[src/rtl/ulpi_link_ctrl.sv]
// ULPI link-side controller: arbitrates register TX against PHY-driven RX and buffers packet bytes.
// Define ULPI_RXCMD_FILTER_EN to pulse rx_cmd_valid only when the RX CMD byte changes.
module ulpi_link_ctrl #(
   parameter int RX_FIFO_DEPTH = 16,
   parameter int NXT_TIMEOUT   = 255
) (
   input  logic       clk,
   input  logic       rst,
   input  logic       reg_wr,
   input  logic       reg_rd,
   input  logic [5:0] reg_addr,
   input  logic [7:0] reg_wdata,
   output logic [7:0] reg_rdata,
   output logic       reg_done,
   output logic       reg_err,
   output logic       busy,
   output logic [7:0] rx_data,
   output logic       rx_last,
   output logic       rx_valid,
   input  logic       rx_ready,
   output logic [7:0] rx_cmd,
   output logic       rx_cmd_valid,
   output logic       rx_overflow,
   input  logic       ulpi_dir,
   input  logic       ulpi_nxt,
   input  logic [7:0] ulpi_data_i,
   output logic [7:0] ulpi_data_o,
   output logic       ulpi_data_oe,
   output logic       ulpi_stp
);

   localparam int AW = $clog2(RX_FIFO_DEPTH);
   localparam logic [AW:0] PTR_ONE  = (AW+1)'(1);
   localparam logic [15:0] TMO_LAST = 16'(NXT_TIMEOUT - 1);

   typedef enum logic [2:0] {
      IDLE, TX_CMD, TX_DATA, TX_STP, RD_TURN, RD_DATA, RX
   } state_t;

   state_t      state;
   logic        dir_q;
   logic        oe_en;
   logic        turnaround;
   logic        op_rd;
   logic [5:0]  op_addr;
   logic [7:0]  op_wdata;
   logic        reissue;
   logic        rd_got;
   logic [15:0] tmo_cnt;
   logic        pend_vld;
   logic [7:0]  pend_byte;

   logic        rx_live;
   logic        rx_end;
   logic        rxcmd_hit;
   logic        push;
   logic        push_last;
   logic        pop;
   logic        full;
   logic        empty;

   logic [8:0]  mem [RX_FIFO_DEPTH];
   logic [AW:0] wptr;
   logic [AW:0] rptr;
   logic [8:0]  head;

   // The bus belongs to the PHY while dir is high and for the turnaround cycle after either edge.
   assign turnaround   = ulpi_dir ^ dir_q;
   assign ulpi_data_oe = oe_en & ~ulpi_dir & ~turnaround;

   assign rx_live   = (state == RX) & ulpi_dir & ~turnaround;
   assign rx_end    = (state == RX) & ~ulpi_dir;
   assign push      = pend_vld & ((rx_live & ulpi_nxt) | rx_end);
   assign push_last = rx_end;

`ifdef ULPI_RXCMD_FILTER_EN
   assign rxcmd_hit = rx_live & ~ulpi_nxt & (ulpi_data_i != rx_cmd);
`else
   assign rxcmd_hit = rx_live & ~ulpi_nxt;
`endif

   always_ff @(posedge clk) begin
      if (rst) begin
         state        <= IDLE;
         dir_q        <= 1'b0;
         oe_en        <= 1'b0;
         op_rd        <= 1'b0;
         op_addr      <= 6'd0;
         op_wdata     <= 8'd0;
         reissue      <= 1'b0;
         rd_got       <= 1'b0;
         tmo_cnt      <= 16'd0;
         pend_vld     <= 1'b0;
         pend_byte    <= 8'd0;
         reg_rdata    <= 8'd0;
         reg_done     <= 1'b0;
         reg_err      <= 1'b0;
         busy         <= 1'b0;
         rx_cmd       <= 8'd0;
         rx_cmd_valid <= 1'b0;
         ulpi_data_o  <= 8'd0;
         ulpi_stp     <= 1'b0;
      end else begin
         dir_q        <= ulpi_dir;
         oe_en        <= 1'b1;
         reg_done     <= 1'b0;
         reg_err      <= 1'b0;
         rx_cmd_valid <= 1'b0;
         ulpi_stp     <= 1'b0;
         case (state)
            IDLE: begin
               ulpi_data_o <= 8'h00;
               if (ulpi_dir) begin
                  state <= RX;
               end else if (reissue || reg_wr || reg_rd) begin
                  if (!reissue) begin
                     op_rd    <= ~reg_wr;
                     op_addr  <= reg_addr;
                     op_wdata <= reg_wdata;
                  end
                  ulpi_data_o <= reissue ? {1'b1, op_rd, op_addr} : {1'b1, ~reg_wr, reg_addr};
                  busy        <= 1'b1;
                  reissue     <= 1'b0;
                  tmo_cnt     <= 16'd0;
                  state       <= TX_CMD;
               end
            end
            TX_CMD: begin
               if (ulpi_dir) begin
                  ulpi_data_o <= 8'h00;
                  reissue     <= 1'b1;
                  state       <= RX;
               end else if (ulpi_nxt) begin
                  ulpi_data_o <= op_rd ? 8'h00 : op_wdata;
                  state       <= op_rd ? RD_TURN : TX_DATA;
               end else if (tmo_cnt == TMO_LAST) begin
                  ulpi_data_o <= 8'h00;
                  reg_done    <= 1'b1;
                  reg_err     <= 1'b1;
                  busy        <= 1'b0;
                  state       <= IDLE;
               end else begin
                  tmo_cnt <= tmo_cnt + 16'd1;
               end
            end
            TX_DATA: begin
               if (ulpi_dir) begin
                  ulpi_data_o <= 8'h00;
                  reissue     <= 1'b1;
                  state       <= RX;
               end else if (ulpi_nxt) begin
                  ulpi_data_o <= 8'h00;
                  ulpi_stp    <= 1'b1;
                  state       <= TX_STP;
               end
            end
            TX_STP: begin
               reg_done <= 1'b1;
               busy     <= 1'b0;
               state    <= IDLE;
            end
            RD_TURN: begin
               if (ulpi_dir) begin
                  rd_got <= 1'b0;
                  state  <= RD_DATA;
               end
            end
            RD_DATA: begin
               // First cycle after turnaround carries the register value; then wait out dir.
               if (!rd_got) begin
                  reg_rdata <= ulpi_data_i;
                  reg_done  <= 1'b1;
                  busy      <= 1'b0;
                  rd_got    <= 1'b1;
               end
               if (!ulpi_dir) state <= IDLE;
            end
            RX: begin
               if (!ulpi_dir) begin
                  pend_vld <= 1'b0;
                  state    <= IDLE;
               end else if (!turnaround) begin
                  if (ulpi_nxt) begin
                     pend_byte <= ulpi_data_i;
                     pend_vld  <= 1'b1;
                  end else begin
                     rx_cmd <= ulpi_data_i;
                     if (rxcmd_hit) rx_cmd_valid <= 1'b1;
                  end
               end
            end
            default: state <= IDLE;
         endcase
      end
   end

   // RX FIFO: extra pointer MSB distinguishes full from empty.
   assign empty    = (wptr == rptr);
   assign full     = (wptr[AW] != rptr[AW]) && (wptr[AW-1:0] == rptr[AW-1:0]);
   assign rx_valid = ~empty;
   assign pop      = rx_valid & rx_ready;
   assign head     = mem[rptr[AW-1:0]];
   assign rx_data  = rx_valid ? head[7:0] : 8'h00;
   assign rx_last  = rx_valid & head[8];

   always_ff @(posedge clk) begin
      if (rst) begin
         wptr        <= '0;
         rptr        <= '0;
         rx_overflow <= 1'b0;
      end else begin
         if (pop) rptr <= rptr + PTR_ONE;
         if (push) begin
            if (!full || pop) wptr <= wptr + PTR_ONE;
            else              rx_overflow <= 1'b1;
         end
      end
   end

   always_ff @(posedge clk) begin
      if (push && (!full || pop)) mem[wptr[AW-1:0]] <= {push_last, pend_byte};
   end

endmodule

[config.mk]
export PLATFORM = sky130hd
export DESIGN_NAME = ulpi_link_ctrl
export DESIGN_NICKNAME = d
export VERILOG_FILES = /design/src/rtl/ulpi_link_ctrl.sv
export SDC_FILE = /design/constraint.sdc
export NUM_CORES = 1
export LEC_CHECK = 0
export BUFFER_PORTS_ARGS = -buffer_cell sky130_fd_sc_hd__buf_2
export CORE_AREA = 10 10 170 172
export CTS_CLUSTER_DIAMETER = 120
export DETAILED_ROUTE_END_ITERATION = 8
export DIE_AREA = 0 0 180 182
export GPL_TIMING_DRIVEN = 0
export SLEW_MARGIN = 20
export SYNTH_ARGS = -nofsm -noshare
export SYNTH_HDL_FRONTEND = slang
export SYNTH_SLANG_ARGS = --single-unit
[constraint.sdc]
create_clock -name clk -period 2.39 [get_ports clk]
set_input_delay 0.1195 -clock clk [delete_from_list [all_inputs] [get_ports clk]]
set_output_delay 0.1195 -clock clk [all_outputs]
set_load 0.02 [all_outputs]
==> flow_metrics.py, run 1 <==
metrics = {
    "critical_path": {
        "required_ns": 2.27,
        "crit_chain": "buf_12, buf_12, buf_16, mux4_2, a211oi_4, a211oi_2, buf_4",
        "critPathSlowestCell": "mux4_2",
        "crit_path_max_fanout": 8,
        "start_kind": "register",
        "worst_path_most_repeated_cell": "buf_12",
        "crit_arrival_ns": 2.34,
        "max_stage_delay_ns": 0.52,
        "path_class": "reg2out",
        "cp-end-kind": "primary output",
    },
    "place": {
        "place_ws_ns": -0.541,
        "dp_hpwl_um": 15800,
        "gp_congestion": 0.828,
        "port_buffers": 68,
    },
    "outcome": {
        "failed_checks": "negative setup slack",
        "status": "finished with violations",
    },
    "synth": {
        "ys_ff_latch": 235,
        "synth_common_cells": "edfxtp_1, dfxtp_1, nor2_1",
        "synth_warnings": 0,
        "ys_seq_area_share_pct": 61.4,
        "synth.most_common_cell": "edfxtp_1",
        "yosysTopAreaCell": "edfxtp_1",
        "avgSynthCellArea_um2": 13.5,
        "synth-main-ff-cell": "edfxtp_1",
        "synthTopCellsByArea": "edfxtp_1, dfxtp_1, mux4_2",
        "syn_inst": 740,
        "synth_edf_count": 144,
        "synth.distinct_cells": 61,
        "synth_top_area_share_pct": 43.2,
        "synthArstFlopShare_pct": 0,
        "synth_nets": 778,
        "syn-cell-area_um2": 10000,
    },
    "power_and_ir_drop": {
        "vdd_drop_max_mv": 0.500,
        "power_density_nw_per_um2": 700,
        "p_leak_nw": 4.43,
    },
    "drt": {
        "via_count": 6587,
        "avgRoutedWirePerCell_um": 19.4,
        "postRouteWirelength_um": 24000,
        "final_antenna_net_count": 0,
        "drt-pass1-iter-count": 6,
        "drc": 0,
        "drt_iter0_drc": 552,
        "vias_per_cell": 5.35,
    },
    "cts": {
        "htreeDepth": 1,
        "cts-root-buf": "clkbuf_16",
        "tritoncts": "done",
        "cts-buffers-inserted": 26,
        "clkTransAtPathRegs_ns": 0.06,
        "cts_sinks": 235,
        "ctsLongestPathBuffers": 3,
        "insertion_delay_ns": 0.52,
    },
    "floorplan": {
        "fp-row-count": 59,
        "core_um2": 25600,
        "die_h_um": 182,
        "die_w_um": 180,
        "die_area_um2": 32800,
        "initial_core_util_pct": 39.1,
        "io_pins": 70,
    },
    "global_routing": {
        "first_global_vias": 6745,
        "antenna_found_initial": 0,
        "grt_first_pass_wirelength_um": 38000,
        "grt.overflow.total": 0,
        "grt_max_degree": 18,
        "grt_usage_pct": 14.2,
    },
    "sta": {
        "setup_viol": 8,
        "hold-worst-slack_ns": 0.0920,
        "finalWorstSetupSlack_ns": -0.0679,
        "rsz0062_at_grt": "yes",
        "setup_tns_ns": -0.343,
        "slew_viol_final": 0,
        "period_share_pct": 103,
        "hold_violations": 0,
        "finalCriticalPeriod_ns": 2.46,
        "timing.fmax_ghz": 0.407,
        "worst_pin_slew_ns": 0.989,
        "skew_ns": 0.00674,
        "maxSlewHeadroom_pct": 33.9,
    },
    "cells_and_area": {
        "regArea_um2": 6150,
        "final_util_pct": 48.3,
        "diodes": 0,
        "fillers": 2250,
        "multiInputGateArea_um2": 3780,
        "areaGrowthSynthToFinish_pct": 23.5,
        "layout.nets": 916,
        "drive_above_1_share_pct": 27.3,
    },
    "worst_hold_path": {
        "worstHoldPathType": "in2reg",
    },
    "run": {
        "drv_cap": 0,
    },
}
-- per-stage QoR --
stage	instance area (µm²)	std cells	total power, mW
finish	12400	1232	8.66
detailed placement	10800	1144	4.93
CTS	12200	1225	8.71
global placement	10800	1143	4.92
global route	12400	1232	8.97
floorplan	10000	740	4.77
-- routing by layer --
metal	vias to the layer above	GRT usage, %	share of wire, %
met5	-	0	0
met4	0	3.01	1.7
met3	32	2.52	4.5
met2	143	24.2	49
met1	3273	18.4	45
li1	3139	-	-
-- critical path: cells and delay by family (launching register included) --
kind,cells,cell delay [ns]
buffers and inverters,4,0.54
multiplexers,1,0.52
flip-flops,1,0.34
AO/OA/AOI/OAI,2,0.41
-- final cells by class --
cell class	count	area share, %
flip-flops and latches	235	49.7
multi-input cells	438	30.6
repair buffers	113	6.84
clock buffers	40	6.19
well taps	335	3.39
plain buffers	44	2.27
inverters	20	0.607
clock inverters	7	0.384
-- cell usage in the layout (no fill, tap or decap), types with 13 or more instances in the layout --
cell type / instances
a21oi_1: 16
a31oi_1: 19
buf_2: 68
buf_4: 19
clkbuf_1: 31
clkbuf_16: 29
dfxtp_1: 86
dlygate4sd3_1: 24
edfxtp_1: 144
inv_1: 19
mux2_2: 15
mux2i_1: 46
mux4_2: 36
nand2_1: 18
nand3_1: 17
nor2_1: 63
nor2b_1: 19
o21ai_0: 13
-- what timing repair did --
action,CTS,global route
buffers inserted,10,7
resized for setup,54,36
gates cloned,2,1
hold endpoints to repair,40,0
hold buffers,24,0
setup endpoints to repair,122,181
pin swaps,2,13
-- final timing paths --
| kind | from | endpoint | slack (ns) | cells past startpoint |
|---|---|---|---|---|
| hold reg to reg | busy | busy | 0.47 | 2 |
| hold / removal | rx_ready | register | 0.09 | 4 |
| setup / recovery | register | rx_data[0] | -0.07 | 7 |
| setup reg to reg | tmo_cnt[0] | tmo_cnt[8] | 0.09 | 8 |
-- flip-flops by register name, indices dropped and copies added (netlist names), 3 cells and up, named ones only --
| register | flops |
|---|---|
| rx_cmd | 8 |
| wptr | 5 |
| reg_rdata | 8 |
| op_addr | 6 |
| mem | 144 |
| op_wdata | 8 |
| rptr | 5 |
| tmo_cnt | 16 |
| ulpi_data_o | 8 |
| state | 3 |
| pend_byte | 8 |
-- cells by family after synthesis --
| group | share of synthesized area [%] |
|---|---|
| DFF | 61.4 |
| adders and majority gates | 1.12 |
| AOI/OAI and AO/OA | 8.48 |
| buffers and inverters | 2.65 |
| and+or+nand+nor | 11.1 |
| muxes | 14.8 |
| xor gates and xnor gates | 0.525 |
-- power breakdown --
part,switching (mW),total (mW),internal [mW],leakage (nW)
Clock,1.55,3.76,2.20,0.397
Sequential,0.0405,4.36,4.32,2.22
Combinational,0.324,0.548,0.224,1.81
No activity file was read; power rests on OpenSTA's default activity.
==> run 2: changes to the inputs <==
--- a/config.mk
+++ b/config.mk
@@ -6,11 +6,13 @@
 export NUM_CORES = 1
 export LEC_CHECK = 0
 export BUFFER_PORTS_ARGS = -buffer_cell sky130_fd_sc_hd__buf_2
-export CORE_AREA = 10 10 170 172
+export CORE_AREA = 2 2 162 164
 export CTS_CLUSTER_DIAMETER = 120
 export DETAILED_ROUTE_END_ITERATION = 8
-export DIE_AREA = 0 0 180 182
+export DIE_AREA = 0 0 164 166
 export GPL_TIMING_DRIVEN = 0
+export PLACE_DENSITY = 0.53
+export REMOVE_ABC_BUFFERS = 1
 export SLEW_MARGIN = 20
 export SYNTH_ARGS = -nofsm -noshare
 export SYNTH_HDL_FRONTEND = slang
==> run 2 against run 1 <==
Effect of this change:
- first-iteration DRC count fell by 25%
- critical endpoint is now rx_data[5]
- count of clock-buffer cells in the layout fell by 2
- the run still ends with negative setup slack left
- wire length fell by 4.5%
- cell area fell by 2.0%
- die area fell by 17%
==> flow_metrics.py, run 2 (same netlist as run 1, synthesis figures left out) <==
metrics = {
    "outcome": {
        "status": "finished with violations",
        "failed_checks": "negative setup slack",
    },
    "drt": {
        "dr.max_layer_used": "met4",
        "wl_met2_um": 11200,
        "vias_per_cell": 5.43,
        "drt-pass1-iter-count": 5,
        "final_antenna_net_count": 0,
        "via_count": 6452,
        "avgRoutedWirePerCell_um": 19.3,
        "drc": 0,
        "met3_length_um": 967,
        "postRouteWirelength_um": 22900,
        "drt_iter0_drc": 416,
        "wl_met1_um": 10400,
    },
    "worst_hold_path": {
        "worstHoldPathType": "in2reg",
        "min_path_cells": 3,
        "min_from": "ulpi_nxt",
    },
    "cts": {
        "cts-buffers-inserted": 25,
        "cts_sinks": 235,
        "insertion_delay_ns": 0.52,
        "cts-root-buf": "clkbuf_16",
        "clkTransAtPathRegs_ns": 0.06,
        "tritoncts": "done",
        "ctsLongestPathBuffers": 3,
        "htreeDepth": 1,
    },
    "cells_and_area": {
        "final_common_cell": "edfxtp_1",
        "layout.cells.non_filler": 1188,
        "final_util_pct": 47.3,
        "areaGrowthSynthToFinish_pct": 21.0,
        "drive_above_1_share_pct": 28.5,
        "largest_reg_flops": 144,
        "layout_common_cells": "edfxtp_1, dfxtp_1, buf_2",
        "layout.nets": 872,
        "fillers": 2229,
        "diodes": 0,
    },
    "sta": {
        "slew_viol_final": 0,
        "setup_tns_ns": -0.216,
        "hold_violations": 0,
        "finalCriticalPeriod_ns": 2.43,
        "timing.fmax_ghz": 0.411,
        "worst_pin_slew_ns": 1.03,
        "setup_viol": 8,
        "rsz0062_at_grt": "yes",
        "skew_ns": 0.0118,
        "finalWorstSetupSlack_ns": -0.0420,
        "period_share_pct": 102,
        "maxSlewHeadroom_pct": 30.9,
        "hold-worst-slack_ns": 0.0296,
    },
    "critical_path": {
        "start_kind": "register",
        "crit_path_max_fanout": 14,
        "cp-end-kind": "primary output",
        "path_class": "reg2out",
        "r2r_start": "tmo_cnt[0]",
        "r2r.worst_path.cells": 7,
        "crit_arrival_ns": 2.31,
        "required_ns": 2.27,
    },
    "floorplan": {
        "core_um2": 25600,
        "die_area_um2": 27200,
        "io_pins": 70,
        "die_h_um": 166,
        "fp-row-count": 59,
        "initial_core_util_pct": 39.1,
        "die_w_um": 164,
    },
    "place": {
        "gp_congestion": 0.791,
        "dp_hpwl_um": 14300,
        "place_ws_ns": -0.696,
        "port_buffers": 69,
        "dp.cells": 1102,
    },
    "global_routing": {
        "grt_usage_pct": 16.6,
        "grt_first_pass_wirelength_um": 35800,
        "grt_max_degree": 77,
        "first_global_vias": 6465,
        "antenna_found_initial": 0,
        "grt.overflow.total": 0,
    },
    "power_and_ir_drop": {
        "p_leak_nw": 4.32,
        "vdd_drop_max_mv": 0.537,
        "power_density_nw_per_um2": 715,
    },
    "run": {
        "drv_cap": 0,
    },
}
## run 2: cell count changes in the layout (fill, tap and decap cells not counted), moves of 4 or more
cell	change
clkbuf_16	-4
and3_2	+6
buf_1	-6
buf_12	-4
clkbuf_1	-28
dfxtp_4	+4
## run 2: repair_timing
item,in CTS,in global routing
pin swaps,7,6
gates resized for setup,43,16
buffers inserted,6,9
endpoints found under the hold margin,39,0
hold buffers,23,0
gates cloned,2,0
setup endpoints to repair,201,170
## run 2: worst max-delay path, stage by stage, from the launching register on
cell	delay [ns]
dfxtp_4	0.39
buf_16	0.18
buf_4	0.15
mux4_2	0.50
a211oi_2	0.26
a211oi_1	0.09
buf_4	0.22
## run 2: worst paths after layout
check | end | slack [ns]
worst max-delay path | rx_data[5] | -0.04
worst min-delay path | ulpi_stp | 0.03
worst max register to register | tmo_cnt[8] | 0.10
worst min register to register | busy | 0.47
## run 2: through the flow
| step | instance area (µm²) | power (mW) |
|---|---|---|
| finish | 12100 | 8.67 |
| global route | 12100 | 8.98 |
| CTS | 12000 | 8.75 |
| detailed placement | 10700 | 4.91 |
| global placement | 10600 | 4.89 |
| floorplan | 9830 | 4.73 |
## run 2: layout make-up
class	instances	area [µm²]	share of cell area, %
clock buffers	38	751	6.19
inverters	20	75.1	0.619
flip-flops and latches	235	6160	50.8
well taps	335	419	3.46
multi-input cells	438	3800	31.3
repair buffers	114	848	7.00
clock inverters	8	66.3	0.547
## run 2: routing by layer
layer | vias to the layer above | track usage, %
li1 | 3048 | -
met1 | 3242 | 23.0
met2 | 139 | 28.0
met3 | 23 | 2.65
met4 | 0 | 3.20
met5 | - | 0
## run 2: power by group
group          internal (mW)  switching (mW)  leakage, nW
combinational          0.204           0.266         1.68
clock                   2.27            1.54        0.412
sequential              4.31          0.0811         2.22
